**config.mk**
```make
export PLATFORM = sky130hd
export DESIGN_NAME = shifter_seq
export DESIGN_NICKNAME = d
export VERILOG_FILES = /design/src/rtl/shifter_pkg.sv /design/src/rtl/shift_step.sv /design/src/rtl/shifter_seq.sv
export SDC_FILE = /design/constraint.sdc
export NUM_CORES = 1
export LEC_CHECK = 0
export CAP_MARGIN = 40
export CORE_MARGIN = 3
export CORE_UTILIZATION = 47
export DETAILED_ROUTE_END_ITERATION = 8
export GPL_TIMING_DRIVEN = 0
export PLACE_DENSITY = 0.78
export SYNTH_ARGS = -nofsm -noshare
export SYNTH_HDL_FRONTEND = slang
export SYNTH_SLANG_ARGS = --single-unit
```
**constraint.sdc**
```tcl
create_clock -name clk -period 1.8 [get_ports clk]
set_input_delay 0.36 -clock clk [delete_from_list [all_inputs] [get_ports clk]]
set_output_delay 0.36 -clock clk [all_outputs]
set_load 0.01 [all_outputs]
```
**src/rtl/shifter_pkg.sv**
```systemverilog
// Shared definitions for the sequential shifter.
//   op_e    : 3-bit command encoding carried on the op port
//   state_e : controller states (IDLE waits for a command, SHIFT steps it)
//   is_shift: true for the five ops that move bits one position per cycle
package shifter_pkg;

  typedef enum logic [2:0] {
    OP_NOP  = 3'b000,
    OP_LOAD = 3'b001,
    OP_LSL  = 3'b010,
    OP_LSR  = 3'b011,
    OP_ASR  = 3'b100,
    OP_ROL  = 3'b101,
    OP_ROR  = 3'b110,
    OP_RSV  = 3'b111
  } op_e;

  typedef enum logic {
    ST_IDLE  = 1'b0,
    ST_SHIFT = 1'b1
  } state_e;

  function automatic logic is_shift(input logic [2:0] op);
    return (op == OP_LSL) || (op == OP_LSR) || (op == OP_ASR) ||
           (op == OP_ROL) || (op == OP_ROR);
  endfunction

endpackage

```
**src/rtl/shift_step.sv**
```systemverilog
// Combinational single-position shift/rotate.
//   op : operation (shift ops move one bit; anything else passes d through)
//   d  : input word
//   q  : d moved by one position according to op
module shift_step
  import shifter_pkg::*;
#(
  parameter int WIDTH = 8
) (
  input  logic [2:0]       op,
  input  logic [WIDTH-1:0] d,
  output logic [WIDTH-1:0] q
);

  always_comb begin
    q = d;
    case (op)
      OP_LSL:  q = {d[WIDTH-2:0], 1'b0};
      OP_LSR:  q = {1'b0, d[WIDTH-1:1]};
      OP_ASR:  q = {d[WIDTH-1], d[WIDTH-1:1]};
      OP_ROL:  q = {d[WIDTH-2:0], d[WIDTH-1]};
      OP_ROR:  q = {d[0], d[WIDTH-1:1]};
      default: q = d;
    endcase
  end

endmodule

```
**src/rtl/shifter_seq.sv**
```systemverilog
// Sequential shifter: a k-position shift/rotate takes k cycles, one bit each.
//   clk, reset     : rising-edge clock, synchronous active-high reset
//   start, op      : command valid and opcode, sampled only in IDLE
//   shamt, d_in    : shift amount and load data for the command
//   d_out          : registered data word
//   busy           : high during every SHIFT cycle
//   done           : one-cycle pulse in the cycle after a command completes
//   dbg_state      : current controller state (0 = IDLE, 1 = SHIFT)
// Handshake: a command is taken on any rising edge where start=1 and the
// controller is IDLE (busy=0); start is ignored while busy=1, and a new
// command may be presented in the same cycle that done is high.
module shifter_seq
  import shifter_pkg::*;
#(
  parameter int WIDTH = 8,
  localparam int SHW = $clog2(WIDTH)
) (
  input  logic             clk,
  input  logic             reset,
  input  logic             start,
  input  logic [2:0]       op,
  input  logic [SHW-1:0]   shamt,
  input  logic [WIDTH-1:0] d_in,
  output logic [WIDTH-1:0] d_out,
  output logic             busy,
  output logic             done,
  output logic             dbg_state
);

  state_e           state_q, state_d;
  logic [SHW-1:0]   cnt_q, cnt_d;
  logic [2:0]       op_q, op_d;
  logic [WIDTH-1:0] data_q, data_d;
  logic             done_q, done_d;
  logic [WIDTH-1:0] step_q;

  shift_step #(.WIDTH(WIDTH)) u_step (
    .op (op_q),
    .d  (data_q),
    .q  (step_q)
  );

  always_comb begin
    state_d = state_q;
    cnt_d   = cnt_q;
    op_d    = op_q;
    data_d  = data_q;
    done_d  = 1'b0;
    case (state_q)
      ST_IDLE: begin
        if (start) begin
          if (op == OP_LOAD) begin
            data_d = d_in;
            done_d = 1'b1;
          end else if (is_shift(op) && (shamt != '0)) begin
            op_d    = op;
            cnt_d   = shamt;
            state_d = ST_SHIFT;
          end else begin
            // NOP, reserved, or zero-length shift: complete immediately.
            done_d = 1'b1;
          end
        end
      end
      ST_SHIFT: begin
        data_d = step_q;
        cnt_d  = cnt_q - SHW'(1);
        // Last step: done lines up with the final data word.
        if (cnt_q == SHW'(1)) begin
          state_d = ST_IDLE;
          done_d  = 1'b1;
        end
      end
      default: state_d = ST_IDLE;
    endcase
  end

  always_ff @(posedge clk) begin
    if (reset) begin
      state_q <= ST_IDLE;
      cnt_q   <= '0;
      op_q    <= OP_NOP;
      data_q  <= '0;
      done_q  <= 1'b0;
    end else begin
      state_q <= state_d;
      cnt_q   <= cnt_d;
      op_q    <= op_d;
      data_q  <= data_d;
      done_q  <= done_d;
    end
  end

  assign d_out     = data_q;
  assign busy      = (state_q == ST_SHIFT);
  assign done      = done_q;
  assign dbg_state = state_q;

endmodule

```
==> metrics.md, run 1 <==
| Metric | Value |
|---|---|
| LEAKAGE | `0.5283 nW` |
| Ys async rst share | `0` |
| Floorplan die height | `~53 um` |
| EDFF count, synth | `0` |
| Warnings from Yosys | `0` |
| Flop and latch count out of synthesis | `16` |
| CTS Root Cell | `clkbuf_4` |
| Average detailed-routed wire length per instance | `14.34 um` |
| Worst slew margin relative to its limit | `0.6173` |
| HP Class | `in2reg` |
| Pins Over Slew Limit | `0` |
| Cts hold-fix bufs | `0` |
| Post-CTS Setup Inserts | `0` |
| Largest stage delay on the critical path | `0.54 ns` |
| Number of antenna violations at the first check in global routing | `0` |
| Fraction of final layout cells with drive strength greater than 1 | `0.1569` |
| Filler cell count | `~190` |
| Clock latency at the later pin of the worst-skew pair | `0.29 ns` |
| Post-synthesis net count | `142` |
| Global router's overall resource usage | `0.2050` |
| Setup CP Type | `in2reg` |
| Row count | `16` |
| Antenna viol nets, final | `0` |
| Initial Util | `0.5184` |
| CTS H-Tree Depth | `1` |
| Ratio of final minimum period to clock period | `0.9253` |
| Combined area of all synthesized cells | `0.001059 sq mm` |
| Total of buffers placed on input and output ports | `26` |
| Crit path capture type | `flop` |
| Max Root-Sink Buffers | `2` |
| CP max FO | `4` |
| CTS tree | `done` |
| Dpl cells | `about 180` |
| Number of CTS-inserted buffers | `3` |
| Setup repair after global routing missed its margin | `false` |
| Max Fclk | `600.4 MHz` |
| Data arrival time of the worst path | `~1.8 ns` |
| Detailed-route DRC error count | `0` |
| Layout Skew | `0.009315 ns` |
| Sequential fraction of the synthesis area | `0.3026` |
| Via count of the first global-routing pass | `935` |
| Diodes inserted | `0` |
| Non-filler cells, final | `180` |
| Global-route wire length before repair | `4264 um` |
| Via density per instance | `5.722` |
| First-pass DRT Iterations | `4` |
| PnR worst setup slack | `0.1345 ns` |
| Largest net degree at the start of global routing | `11` |
| Placeable core region | `0.002042 sq mm` |
| Global placement routability congestion | `0.8430` |
| Required @ worst endpoint | `roughly 2 ns` |
| Setup WS pre-CTS | `-0.1670 ns` |
| Final core area utilization | `0.6801` |
| Clock edge transition at the registers on the reported setup and hold paths | `0.10 ns` |
| Cells resized by post-CTS repair | `0` |
| I/O pin count | `28` |
| Final setup violation count | `0` |
| Number of cells produced by synthesis | `123` |
| Unique masters post-synth | `43` |
| Max_cap viols | `0` |
| Status | `finished clean` |
| Register area | `320.3 sq um` |
| Final TNS setup | `0 ns` |
| Overflow left after global routing | `0` |
| Power Dens Cells | `658.5 mW/mm^2` |
| Chain of cells forming the critical path | `clkdlybuf4s50_1 -> o21ai_1 -> or3_4 -> a221oi_1 -> a211oi_1` |
| Primary FF master, synth | `dfxtp_1` |
| Final worst path period need | `1.665 ns` |
| Layout Area Growth over Synthesis | `31.21%` |
| Crit path launch type | `primary input` |
| Measured slew at the worst slew-check pin | `0.5740 ns` |
| Routed vias | `1030` |
| Average footprint of a synthesized cell | `~8.6 sq um` |
| Full die area | `0.002857 sq mm` |
| Post-detail-place hpwl | `around 1900 um` |
| Slowest CP cell | `clkdlybuf4s50_1` |
| Area taken by multi-input logic gates | `approximately 660 sq um` |
| Maximum ir drop on the vdd rail | `0.0006271 V` |
| Number of endpoints with negative hold slack in the final report | `0` |
| Drt total wl | `2582 um` |
| Final Net Count | `about 170` |
| Hold_ws | `roughly 0.51 ns` |
| TritonCTS sink count | `16` |
| Horizontal extent of the die | `53.46 um` |
| First-iteration detailed-routing DRC count | `23` |
[per-layer routing]
layer  GRT usage  routed length, um
met1      0.2763               1245
met2      0.3143               1228
met3     0.06197                 89
met4     0.05106                 18
met5           0                  0
[critical path, delay by kind of cell]
family / cells / cell delay, ns
and+or+nand+nor: 1 / 0.42
AOI/OAI and AO/OA: 3 / 0.50
buffers and inverters: 1 / 0.54
[cell usage after synthesis (all sizes together) (2+ instances only)]
library cell	n	area share
a211oi	6	0.047
a21o	2	0.014
a21oi	3	0.018
a221oi	2	0.017
a311oi	3	0.043
a31oi	2	0.012
a32o	4	0.038
and3	2	0.017
buf	9	0.060
clkbuf	2	0.0071
dfxtp	16	0.30
ha	2	0.024
inv	3	0.011
mux2i	4	0.038
nand2	8	0.028
nand2b	2	0.012
nand3	3	0.014
nand3b	4	0.040
nor2	21	0.074
nor2b	3	0.020
nor3	2	0.014
o21ai	7	0.033
o31a	2	0.017
or3	3	0.022
[through the flow]
step	total power [mW]	area, sq um
6_report	0.9145	1389
4_1_cts	0.9242	1389
2_1_floorplan	0.5758	1059
3_5_place_dp	0.6789	1353
3_3_place_gp	0.6702	1353
5_1_grt	0.9700	1389
[final timing paths]
path	slack, ns	startpoint	endpoint	depth (start not counted)
min reg2reg	0.52	d_out[2]	d_out[2]	1
min	0.51	reset	d_out[5]	2
max reg2reg	0.20	busy	d_out[7]	5
max	0.13	op[2]	cnt_q[1]	5
[flip-flops by register name, summed over array words and instances (netlist names)]
register,flops
busy,1
cnt_q,3
d_out,8
done,1
op_q,3
[area by class of cell]
cell class / count / area share
plain buffers: 11 / 0.05135
clock buffers: 4 / 0.02613
inverters: 3 / 0.008108
multi-input cells: 93 / 0.4721
flip-flops and latches: 16 / 0.2306
well taps: 27 / 0.02432
repair buffers: 26 / 0.1874
[layout by cell type, fill, tap and decap left out, types with 3 or more instances in the layout]
master           count
o21ai_0              4
clkdlybuf4s50_1     26
a32o_1               4
mux2i_1              4
nand3_1              3
buf_4                3
nand3b_1             3
a311oi_2             3
buf_2                3
nand2_1              8
dfxtp_1             16
clkbuf_4             3
o21ai_1              3
nor2_1              21
inv_1                3
a211oi_1             5
[logic make-up (layout without fill, tap and decap cells)]
group           count (synthesis)  count (layout)  synth area share
buf+inv                        14              44           0.07801
xor+xnor                        1               1          0.008276
compound gates                 36              36            0.2790
flops                          16              16            0.3026
fa+ha+maj                       2               2           0.02364
mux                             4               4           0.03783
simple gates                   50              50            0.2707
[report_power, final]
group / switching (mW) / internal, mW / total (mW) / leakage, nW
Sequential: 0.0205 / 0.380 / 0.400 / 0.131
Combinational: 0.131 / 0.141 / 0.271 / 0.376
Clock: 0.120 / 0.123 / 0.243 / 0.0210
Total: 0.271 / 0.644 / 0.915 / 0.528
Power figures use the tool's default switching activity.
==> run 2, diff against run 1 <==
Settings changed: CORE_MARGIN 3 to 1.
==> run 2 against run 1 <==
  * Register-to-register slack gained 0.07 ns
  * First-iteration DRC count shrank 4.3%
  * Core utilization shrank 0.67 points
  * Sequential share of layout area grew 0.23 points
  * Fmax grew 0.69%
  * Global-route usage grew 2.2 points
  * Final cell count shrank 0.56%
  * Clock power shrank 22%
  * Cell area shrank 0.99%
  * Combinational power is essentially flat
  * Die area shrank 14%
  * Critical path type is now reg2out
  * Largest power group unchanged
==> metrics.md, run 2 (same netlist as run 1, synthesis figures left out) <==
| Metric | Value |
|---|---|
| Status | `finished clean` |
| Number of endpoints with negative hold slack in the final report | `0` |
| Global-route wire length before repair | `around 4400 um` |
| Cells resized by post-CTS repair | `0` |
| Global-route met2 utilization | `0.3607` |
| Detailed-route DRC error count | `0` |
| CTS tree | `done` |
| Average detailed-routed wire length per instance | `13.94 um` |
| Via density per instance | `about 5.7` |
| Final Net Count | `173` |
| Post-detail-place hpwl | `1869 um` |
| Drt total wl | `approximately 2500 um` |
| GR met3 Demand/Resource | `0.04012` |
| Final setup violation count | `0` |
| Category of cells accounting for the largest share of critical-path delay | `buffers and inverters` |
| Horizontal extent of the die | `49.46 um` |
| Pins Over Slew Limit | `0` |
| I/O pin count | `28` |
| Commonest cells after routing, fill and taps aside | `clkdlybuf4s50_1 (26), nor2_1 (21), dfxtp_1 (16)` |
| Post-CTS Setup Inserts | `0` |
| Total Power Consumption | `0.8600 mW` |
| Power Dens Cells | `approximately 630 mW/mm^2` |
| Chain of cells forming the critical path | `clkdlybuf4s50_1` |
| CP max FO | `5` |
| Placeable core region | `0.002042 sq mm` |
| Ratio of final minimum period to clock period | `0.9189` |
| Floorplan die height | `49.46 um` |
| Maximum ir drop on the vdd rail | `0.0004938 V` |
| Worst slew margin relative to its limit | `0.6353` |
| Largest stage delay on the critical path | `around 0.57 ns` |
| First-pass DRT Iterations | `4` |
| Area taken by multi-input logic gates | `~660 sq um` |
| Routed vias | `between 1000 and 1500` |
| Overflow left after global routing | `0` |
| Antenna viol nets, final | `0` |
| Non-filler cells, final | `179` |
| Global placement routability congestion | `0.8503` |
| Full die area | `0.002446 sq mm` |
| CTS Root Cell | `clkbuf_4` |
| Diodes inserted | `0` |
| Via count of the first global-routing pass | `1004` |
| HP Class | `reg2reg` |
| Number of CTS-inserted buffers | `3` |
| CTS H-Tree Depth | `1` |
| Fraction of final layout cells with drive strength greater than 1 | `0.1513` |
| Global routing's busiest layer | `met2` |
| Number of antenna violations at the first check in global routing | `0` |
| Setup repair after global routing missed its margin | `false` |
| Number of flip-flops under the largest register name | `8` |
| LEAKAGE | `0.5211 nW` |
| Max Fclk | `604.6 MHz` |
| TritonCTS sink count | `16` |
| Buffers and inverters on the worst path | `1` |
| First-iteration detailed-routing DRC count | `22` |
| Slowest CP cell | `clkdlybuf4s50_1` |
| Crit path launch type | `flop` |
| Dpl cells | `roughly 180` |
| Crit path capture type | `output pin` |
| Most common cell after layout, fill and taps aside | `clkdlybuf4s50_1` |
| Final worst path period need | `between 1.5 and 2 ns` |
| Filler cell count | `roughly 190` |
| Measured slew at the worst slew-check pin | `between 0.5 and 0.6 ns` |
| Required @ worst endpoint | `1.44 ns` |
| Total of buffers placed on input and output ports | `26` |
| Max_cap viols | `0` |
| Global router's overall resource usage | `0.2273` |
| Max Root-Sink Buffers | `2` |
| Clock latency at the later pin of the worst-skew pair | `0.28 ns` |
| Met1 Track Usage GR | `0.3094` |
| Layout Skew | `0.0006035 ns` |
| Register area | `320.3 sq um` |
| Largest net degree at the start of global routing | `11` |
| Setup CP Type | `reg2out` |
| Cts hold-fix bufs | `0` |
| Row count | `16` |
| Layout Area Growth over Synthesis | `29.91%` |
| Data arrival time of the worst path | `around 1.3 ns` |
| Initial Util | `0.5184` |
| Clock edge transition at the registers on the reported setup and hold paths | `~0.090 ns` |
| Final core area utilization | `0.6734` |
==> run 2: changes by cell type in the layout (fill, tap and decap cells not counted), sizes merged <==
cell / change
clkbuf: -1
==> run 2: where the power goes <==
group	switching, mW	total [mW]	internal [mW]
clock network	0.113	0.190	0.0776
registers	0.0206	0.400	0.380
logic	0.129	0.269	0.141
total	0.262	0.860	0.598
==> run 2: layer usage <==
layer	share of wire	vias up	wire [um]
met5	0	-	0
met4	0.0084	0	21
met3	0.056	4	139
met2	0.46	40	1139
met1	0.48	467	1194
li1	-	510	-
==> run 2: final timing paths <==
path              startpoint  endpoint  slack [ns]  depth (start not counted)
setup / recovery    d_out[1]  d_out[1]        0.15                          1
setup reg to reg        busy  d_out[7]        0.27                          5
hold / removal      d_out[2]  d_out[2]        0.51                          1
hold reg to reg     d_out[2]  d_out[2]        0.51                          1
==> run 2: layout make-up <==
| type | count | share of cell area |
|---|---|---|
| multi-input cells | 93 | 0.4768 |
| well taps | 27 | 0.02457 |
| flip-flops and latches | 16 | 0.2329 |
| inverters | 3 | 0.008189 |
| repair buffers | 26 | 0.1893 |
| clock buffers | 3 | 0.01638 |
| plain buffers | 11 | 0.05187 |
==> run 2: per-stage QoR <==
stage | hold WS, ns | setup TNS, ns | worst slack [ns] | instance area [sq um]
floorplan | 0.4713 | 0 | 0.3909 | 1059
global placement | 0.4792 | -0.4367 | -0.1413 | 1353
detailed placement | 0.4889 | -0.5601 | -0.1429 | 1353
CTS | 0.5161 | 0 | 0.1519 | 1375
global route | 0.5354 | 0 | 0.08841 | 1375
finish | 0.5139 | 0 | 0.1459 | 1375
==> run 3, diff against run 2 <==
Settings changed: SKIP_LAST_GASP set to 1, SLEW_MARGIN set to 30.
==> results of run 3 <==
The final DEF is identical to that of run 2; final timing and power are the same.
